<file path="config.mk">
export PLATFORM = sky130hd
export DESIGN_NAME = free_list_flat
export DESIGN_NICKNAME = d
export VERILOG_FILES = /design/src/rtl/cpu_params_pkg.sv /design/src/rtl/fl_itf.sv /design/src/rtl/free_list.sv /design/src/flat_wrapper.sv
export SDC_FILE = /design/constraint.sdc
export NUM_CORES = 1
export LEC_CHECK = 0
export ABC_AREA = 1
export BUFFER_PORTS_ARGS = -buffer_cell sky130_fd_sc_hd__buf_4
export CAP_MARGIN = 5
export CORE_ASPECT_RATIO = 0.5
export CORE_MARGIN = 2
export CORE_UTILIZATION = 34
export DETAILED_ROUTE_END_ITERATION = 8
export GPL_TIMING_DRIVEN = 0
export PLACE_DENSITY = 0.6
export SLEW_MARGIN = 15
export SYNTH_ARGS = -nofsm -noshare
export SYNTH_HDL_FRONTEND = slang
export SYNTH_SLANG_ARGS = --single-unit
</file>
<file path="constraint.sdc">
create_clock -name clk -period 3.2 [get_ports clk]
set_input_delay 0.16 -clock clk [delete_from_list [all_inputs] [get_ports clk]]
set_output_delay 0.16 -clock clk [all_outputs]
set_load 0.01 [all_outputs]
</file>
<file path="src/rtl/cpu_params_pkg.sv">
// ----------------------------------------------------------------------------
// cpu_params
//   Shared sizing constants for the out-of-order backend.
//   Contents:
//     PRF_DEPTH / ARF_DEPTH / PRF_IDX / ID_WIDTH  - core-wide sizes
//     FL_DEPTH   free-list entries (PRF registers not held by the RRF)
//     FL_IDX_W   free-list array index width
//     FL_PTR_W   free-list pointer width (index plus one wrap bit)
//     ENQ_CNT_W  width of a per-cycle release count (0..ID_WIDTH)
// ----------------------------------------------------------------------------
package cpu_params;

    localparam int PRF_DEPTH = 64;
    localparam int ARF_DEPTH = 32;
    localparam int PRF_IDX   = $clog2(PRF_DEPTH);
    localparam int ID_WIDTH  = 2;

    localparam int FL_DEPTH  = PRF_DEPTH - ARF_DEPTH;
    localparam int FL_IDX_W  = $clog2(FL_DEPTH);
    localparam int FL_PTR_W  = FL_IDX_W + 1;
    localparam int ENQ_CNT_W = $clog2(ID_WIDTH + 1);

    typedef logic [PRF_IDX-1:0]  prf_idx_t;
    typedef logic [FL_PTR_W-1:0] fl_ptr_t;

endpackage

</file>
<file path="src/rtl/fl_itf.sv">
// ----------------------------------------------------------------------------
// Free-list interfaces.
//   id_fl_itf  : rename/dispatch <-> free list
//     valid     rename consumes free_idx this cycle
//     ready     free list non-empty
//     free_idx  PRF index at the head of the free list
//   rrf_fl_itf : retirement RAT -> free list
//     valid     per-lane release strobe
//     stale_idx per-lane PRF index being released
// ----------------------------------------------------------------------------
interface id_fl_itf;
    import cpu_params::*;

    logic     valid;
    logic     ready;
    prf_idx_t free_idx;

    modport fl (input valid, output ready, output free_idx);
    modport id (output valid, input ready, input free_idx);
endinterface

interface rrf_fl_itf;
    import cpu_params::*;

    logic [ID_WIDTH-1:0]                valid;
    logic [ID_WIDTH-1:0][PRF_IDX-1:0]   stale_idx;

    modport fl  (input valid, input stale_idx);
    modport rrf (output valid, output stale_idx);
endinterface

</file>
<file path="src/rtl/free_list.sv">
// ----------------------------------------------------------------------------
// free_list
//   Circular FIFO of free physical register indices. Hands out one index per
//   cycle to rename and takes back up to ID_WIDTH stale indices per cycle from
//   the retirement RAT. A flush makes the list full again in one cycle: the
//   FL_DEPTH entries sitting behind tail are exactly the non-RRF registers.
//
//   Ports:
//     clk       clock
//     rst       synchronous reset, active low
//     flush     backend flush (mispredict recovery)
//     from_id   id_fl_itf.fl  : valid in, ready/free_idx out
//     from_rrf  rrf_fl_itf.fl : per-lane valid/stale_idx in
//     err       sticky overflow/underflow flag
//
//   Build option: FREE_LIST_ASSERT_EN
//     defined   - excess release lanes on a full list are dropped, dequeue of
//                 an empty list is flagged; either sets err and calls $error.
//     undefined - err is tied low and no checking is done.
// ----------------------------------------------------------------------------
module free_list
    import cpu_params::*;
(
    input  logic  clk,
    input  logic  rst,
    input  logic  flush,
    id_fl_itf.fl  from_id,
    rrf_fl_itf.fl from_rrf,
    output logic  err
);

    prf_idx_t entry [FL_DEPTH];

    fl_ptr_t head;
    fl_ptr_t tail;
    fl_ptr_t head_next;
    fl_ptr_t tail_next;

    logic                             empty;
    logic                             deq;
    logic [ENQ_CNT_W-1:0]             n_enq;
    logic [ID_WIDTH-1:0]              wr_en;
    logic [ID_WIDTH-1:0][FL_IDX_W-1:0] wr_addr;

`ifdef FREE_LIST_ASSERT_EN
    fl_ptr_t             count;
    logic [FL_PTR_W:0]   room;
    logic                overflow;
    logic                underflow;
`endif

    // Outputs come from registered pointers only; a release never bypasses
    // to the head in the same cycle.
    assign empty            = (head == tail);
    assign from_id.ready    = !empty;
    assign from_id.free_idx = entry[head[FL_IDX_W-1:0]];

    // A flush cancels the dequeue; the pointer is rebuilt from tail instead.
    assign deq = from_id.valid && !empty && !flush;

`ifdef FREE_LIST_ASSERT_EN
    assign count     = tail - head;
    // Slots available this cycle; a same-cycle dequeue frees its slot.
    assign room      = (FL_PTR_W+1)'(FL_DEPTH) - {1'b0, count}
                     + {{FL_PTR_W{1'b0}}, deq};
    assign underflow = from_id.valid && empty;
`endif

    // Compact accepted lanes in lane order: each accepted lane lands at
    // tail + (number of lower lanes already accepted). Index 0 is never
    // released since p0 is the hardwired zero register.
    // NOTE: every signal written here gets a default first so no latch is inferred.
    always_comb begin
        n_enq   = '0;
        wr_en   = '0;
        wr_addr = '0;
`ifdef FREE_LIST_ASSERT_EN
        overflow = 1'b0;
`endif
        for (int l = 0; l < ID_WIDTH; l++) begin
            wr_en[l] = from_rrf.valid[l] && (from_rrf.stale_idx[l] != '0);
`ifdef FREE_LIST_ASSERT_EN
            if (wr_en[l] && !((FL_PTR_W+1)'(n_enq) < room)) begin
                wr_en[l] = 1'b0;
                overflow = 1'b1;
            end
`endif
            if (wr_en[l]) begin
                wr_addr[l] = tail[FL_IDX_W-1:0] + FL_IDX_W'(n_enq);
                n_enq      = n_enq + ENQ_CNT_W'(1);
            end
        end
    end

    assign tail_next = tail + FL_PTR_W'(n_enq);
    // After a flush the list is full: head sits FL_DEPTH behind the new tail.
    assign head_next = flush ? {~tail_next[FL_PTR_W-1], tail_next[FL_IDX_W-1:0]}
                             : head + FL_PTR_W'(deq);

    // NOTE: the array is reset on purpose - its initial contents are the
    // free registers ARF_DEPTH..PRF_DEPTH-1, not don't-cares.
    // NOTE: sequential state uses non-blocking assignments only.
    always_ff @(posedge clk) begin
        if (!rst) begin
            head <= '0;
            tail <= {1'b1, {FL_IDX_W{1'b0}}};
            for (int i = 0; i < FL_DEPTH; i++) begin
                entry[i] <= prf_idx_t'(ARF_DEPTH + i);
            end
        end else begin
            head <= head_next;
            tail <= tail_next;
            for (int l = 0; l < ID_WIDTH; l++) begin
                if (wr_en[l]) begin
                    entry[wr_addr[l]] <= from_rrf.stale_idx[l];
                end
            end
        end
    end

`ifdef FREE_LIST_ASSERT_EN
    always_ff @(posedge clk) begin
        if (!rst) begin
            err <= 1'b0;
        end else if (overflow || underflow) begin
            err <= 1'b1;
            $error("free_list %s at %0t: head=%0h tail=%0h",
                   underflow ? "underflow" : "overflow", $time, head, tail);
        end
    end
`else
    assign err = 1'b0;
`endif

endmodule

</file>
<file path="src/flat_wrapper.sv">
// flat-port wrapper written by rule: the top's interface ports become plain ports
module free_list_flat import cpu_params::*;
  (clk, rst, flush, err, from_id_valid, from_id_ready, from_id_free_idx, from_rrf_valid, from_rrf_stale_idx);
  id_fl_itf from_id_i ();
  rrf_fl_itf from_rrf_i ();
  input  logic clk;
  input  logic rst;
  input  logic flush;
  output logic err;
  input wire logic [$bits(from_id_i.valid)-1:0] from_id_valid;
  output wire logic [$bits(from_id_i.ready)-1:0] from_id_ready;
  output wire logic [$bits(from_id_i.free_idx)-1:0] from_id_free_idx;
  input wire logic [$bits(from_rrf_i.valid)-1:0] from_rrf_valid;
  input wire logic [$bits(from_rrf_i.stale_idx)-1:0] from_rrf_stale_idx;
  assign from_id_i.valid = from_id_valid;
  assign from_id_ready = from_id_i.ready;
  assign from_id_free_idx = from_id_i.free_idx;
  assign from_rrf_i.valid = from_rrf_valid;
  assign from_rrf_i.stale_idx = from_rrf_stale_idx;
  free_list u_core (.clk(clk), .rst(rst), .flush(flush), .from_id(from_id_i), .from_rrf(from_rrf_i), .err(err));
endmodule
</file>
==> impl_results.md <==
* Area leader, netlist: edfxtp_1
* GR Overflow Total at 0
* Gr usage total at about a quarter
* Slew Limit Fails at 0
* WL final at 49.31 mm
* Setup ws final at roughly 0.044 ns
* Crit. End Element: output pin
* Post-route insts no fill at 2077
* Die Ht at about 140 um
* Unique masters post-synth at 37
* Placed standard-cell area at about 13000 um^2
* Status: finished clean
* CTS sink count at roughly 200
* Max Clock Skew at 0.008033 ns
* P per Cell Area at 498.0 nW/um^2
* Sequential area share after synthesis at 49.70%
* Clock share of power at a little over a third
* Vias per cell at around 5.7
* Psw at 0.002130 W
* Area delta synth->final at 11.70%
* RSZ-0062 raised after global routing: no
* Synth top area share at a little under half
* Filler instances at about 3700
* First DRT Iteration DRCs at roughly 2200
* Placer Congestion at 1.025
* Drt drc at 0
* Slew @ Worst Pin at 1.304 ns
* Drt pass-1 iters at 8
* Initial antenna violation count at 0
* Top cells by area in the synthesized netlist: edfxtp_1 48%, nand2_1 10%, nor2_1 8.7%, o21ai_0 7.8%, nand3_1 6.8%
* Fin crit share at 98.63%
* Max_cap viols at 0
* Post-synth net total at roughly 1600
* Crit path time final at around 3.2 ns
* Utilization after layout at roughly 40%
* Crit path max fanout at 10
* Die area at 37160 um^2
* Combinational Power Share at 18.6%
* Mapped cell area at about 12000 um^2
* Via count of the first global-routing pass at around 11000
* Worst Path Required at 3.04 ns
* Antenna Nets Post-Route at 0
* Nets at approximately 1600
* CTS tree: done
* IO Count at 26
* Final setup viols at 0
* Pre-CTS setup slack at -0.5230 ns
* Initial core utilization at between 30% and 40%
* Layout cells sized above 1 at roughly 8.6%
* Maximum vdd drop at approximately 0.32 mV
* Gate Count Post-Synth at approximately 1500
* Clock Latency Late Sink at 0.54 ns
* Seq pwr share at roughly 45%
* Die Span X at approximately 270 um
* Largest net degree at the start of global routing at 14
* H-tree lvl count at 1
* Detailed placer's ending HPWL at around 35 mm
* Total number of vias at approximately 12000
* Flops & latches, synth at roughly 200
* Design area at between 10000 and 15000 um^2
* CTS Buf Count at 22
* Maximum buffer depth of the clock tree at 3
* Switch share at between 30% and 40%
* IO buf count at 16
* Routed length per instance at 23.74 um
* Rows at 48
* N_diodes at 0
* Slew HR at a little over an eighth
* CTS clk-pin slew, worst paths at 0.06 ns
* Clock root cell: clkbuf_16
* First-pass GRT wire length at about 71 mm
* Pint at about 0.0046 W
* Critical path class: reg2out
* Core Area at 34710 um^2
* Final Hold Viols at 0
* Total Power at a little under 0.007 W
* Placed insts at between 2000 and 2500
* Max Fclk at about 320 MHz
* Mean Syn Cell Area at between 7 and 8 um^2
* Min-delay worst type: in2reg
* Synth warn at 0
* CP arrival at ~3.0 ns
* Critical Path Source Type: register
* Leak at about 4.8 nW
layer usage:
layer,GRT usage (%),up-vias,wire [um]
met1,35.18,5438,19100
met4,12.80,0,2600
met2,39.54,930,20170
met5,0,-,0
li1,-,5273,-
met3,7.825,183,7439
cell usage in the layout (no fill, tap or decap), types with 7 or more instances in the layout:
cell type / Yosys / layout
a21oi_1: 39 / 39
buf_1: 9 / 8
buf_2: 29 / 25
buf_4: 5 / 24
clkbuf_1: 54 / 52
clkbuf_16: 0 / 23
clkbuf_2: 2 / 10
clkinv_1: 3 / 8
dfxtp_1: 12 / 12
edfxtp_1: 192 / 192
ha_1: 7 / 7
inv_1: 101 / 100
inv_2: 7 / 8
nand2_1: 338 / 338
nand3_1: 163 / 163
nand3_2: 7 / 7
nand4_1: 10 / 10
nor2_1: 280 / 279
nor2_2: 13 / 14
nor2_4: 9 / 9
o211ai_1: 25 / 25
o21ai_0: 189 / 189
o21ai_1: 12 / 12
o22ai_1: 9 / 9
final timing paths:
| path | start | endpoint | slack (ns) | depth (start not counted) |
|---|---|---|---|---|
| setup / recovery | u_core.head[0]$_SDFF_PN0_ | from_id_free_idx[4] | 0.04 | 10 |
| hold / removal | from_rrf_stale_idx[8] | u_core.entry[30][2]$_DFFE_PP_ | 0.05 | 3 |
| setup reg to reg | u_core.tail[0]$_SDFF_PN0_ | u_core.entry[9][3]$_DFFE_PP_ | 0.19 | 10 |
| hold reg to reg | u_core.tail[5]$_SDFF_PN1_ | u_core.tail[5]$_SDFF_PN1_ | 0.53 | 2 |
final cells by class:
class                           instances  area, um^2  area share, %
Timing Repair Buffer                   19       145.1          1.075
Clock inverter                          9       43.79         0.3244
Clock buffer                           30       601.8          4.459
Tap cell                              475       594.3          4.403
Sequential cell                       204        6006          44.49
Inverter                              111       416.7          3.087
Multi-Input combinational cell       1131        5241          38.83
Buffer                                 98       449.2          3.328
logic make-up after synthesis:
group,Yosys count,share of synthesized area (%)
xor gates and xnor gates,8,0.6420
buffers and inverters,210,6.999
adders and majority gates,8,0.8904
other,1,0.03103
and+or+nand+nor,837,29.58
AOI/OAI and AO/OA,277,12.16
DFF,204,49.70
critical path: stages (launching register included):
cell      delay (ns)
dfxtp_1         0.33
clkbuf_2        0.35
clkbuf_4        0.34
clkbuf_4        0.31
o21ai_0         0.12
o211ai_1        0.41
nand3_1         0.21
nand2_1         0.13
nand2_1         0.08
inv_1           0.05
buf_4           0.11
power by group through the flow:
stage          sequential, W  clock [W]  combinational, W
2_1_floorplan        0.00307          0          0.000658
5_1_grt              0.00304    0.00252           0.00130
3_5_place_dp         0.00309          0           0.00117
3_3_place_gp         0.00309          0           0.00118
6_report             0.00304    0.00244           0.00125
4_1_cts              0.00303    0.00243           0.00118
through the flow:
| step | hold slack (ns) | TNS [ns] |
|---|---|---|
| 3_5_place_dp | 0.4206 | -29.00 |
| 4_1_cts | 0.02928 | 0 |
| 6_report | 0.04922 | 0 |
| 2_1_floorplan | 0.2535 | 0 |
| 5_1_grt | 0.04928 | 0 |
| 3_3_place_gp | 0.4191 | -24.68 |
repair_timing:
item	4_1_cts	5_1_grt
pin swaps	0	2
setup buffers	0	2
endpoints found under the hold margin	5	0
hold buffers	1	0
endpoints found under the setup margin	6	48
resized for setup	8	11
Yosys cell counts:
cell type  count
fa_1           1
nor3_2         2
o211ai_1      25
nand3_1      163
xnor2_2        1
dfxtp_1       12
buf_4          5
nor2_4         9
a31oi_1        1
clkbuf_1      54
o21ai_1       12
nand2_2        4
ha_1           7
a221oi_1       1
nand3_2        7
nor2_1       280
xnor2_1        1
clkbuf_2       2
nor4_1         2
inv_2          7
xor2_1         6
nor3_1         2
edfxtp_1     192
a21oi_2        1
conb_1         1
o22ai_1        9
buf_2         29
buf_1          9
nor2_2        13
inv_1        101
nand2_1      338
clkinv_1       3
nand2_4        1
a21oi_1       39
o21ai_0      189
nand3b_1       6
nand4_1       10
sequential cells by signal, indices dropped and copies added, names as in the netlist:
| register | cells |
|---|---|
| u_core.entry | 192 |
| u_core.head | 6 |
| u_core.tail | 6 |
Power figures use the tool's default switching activity.
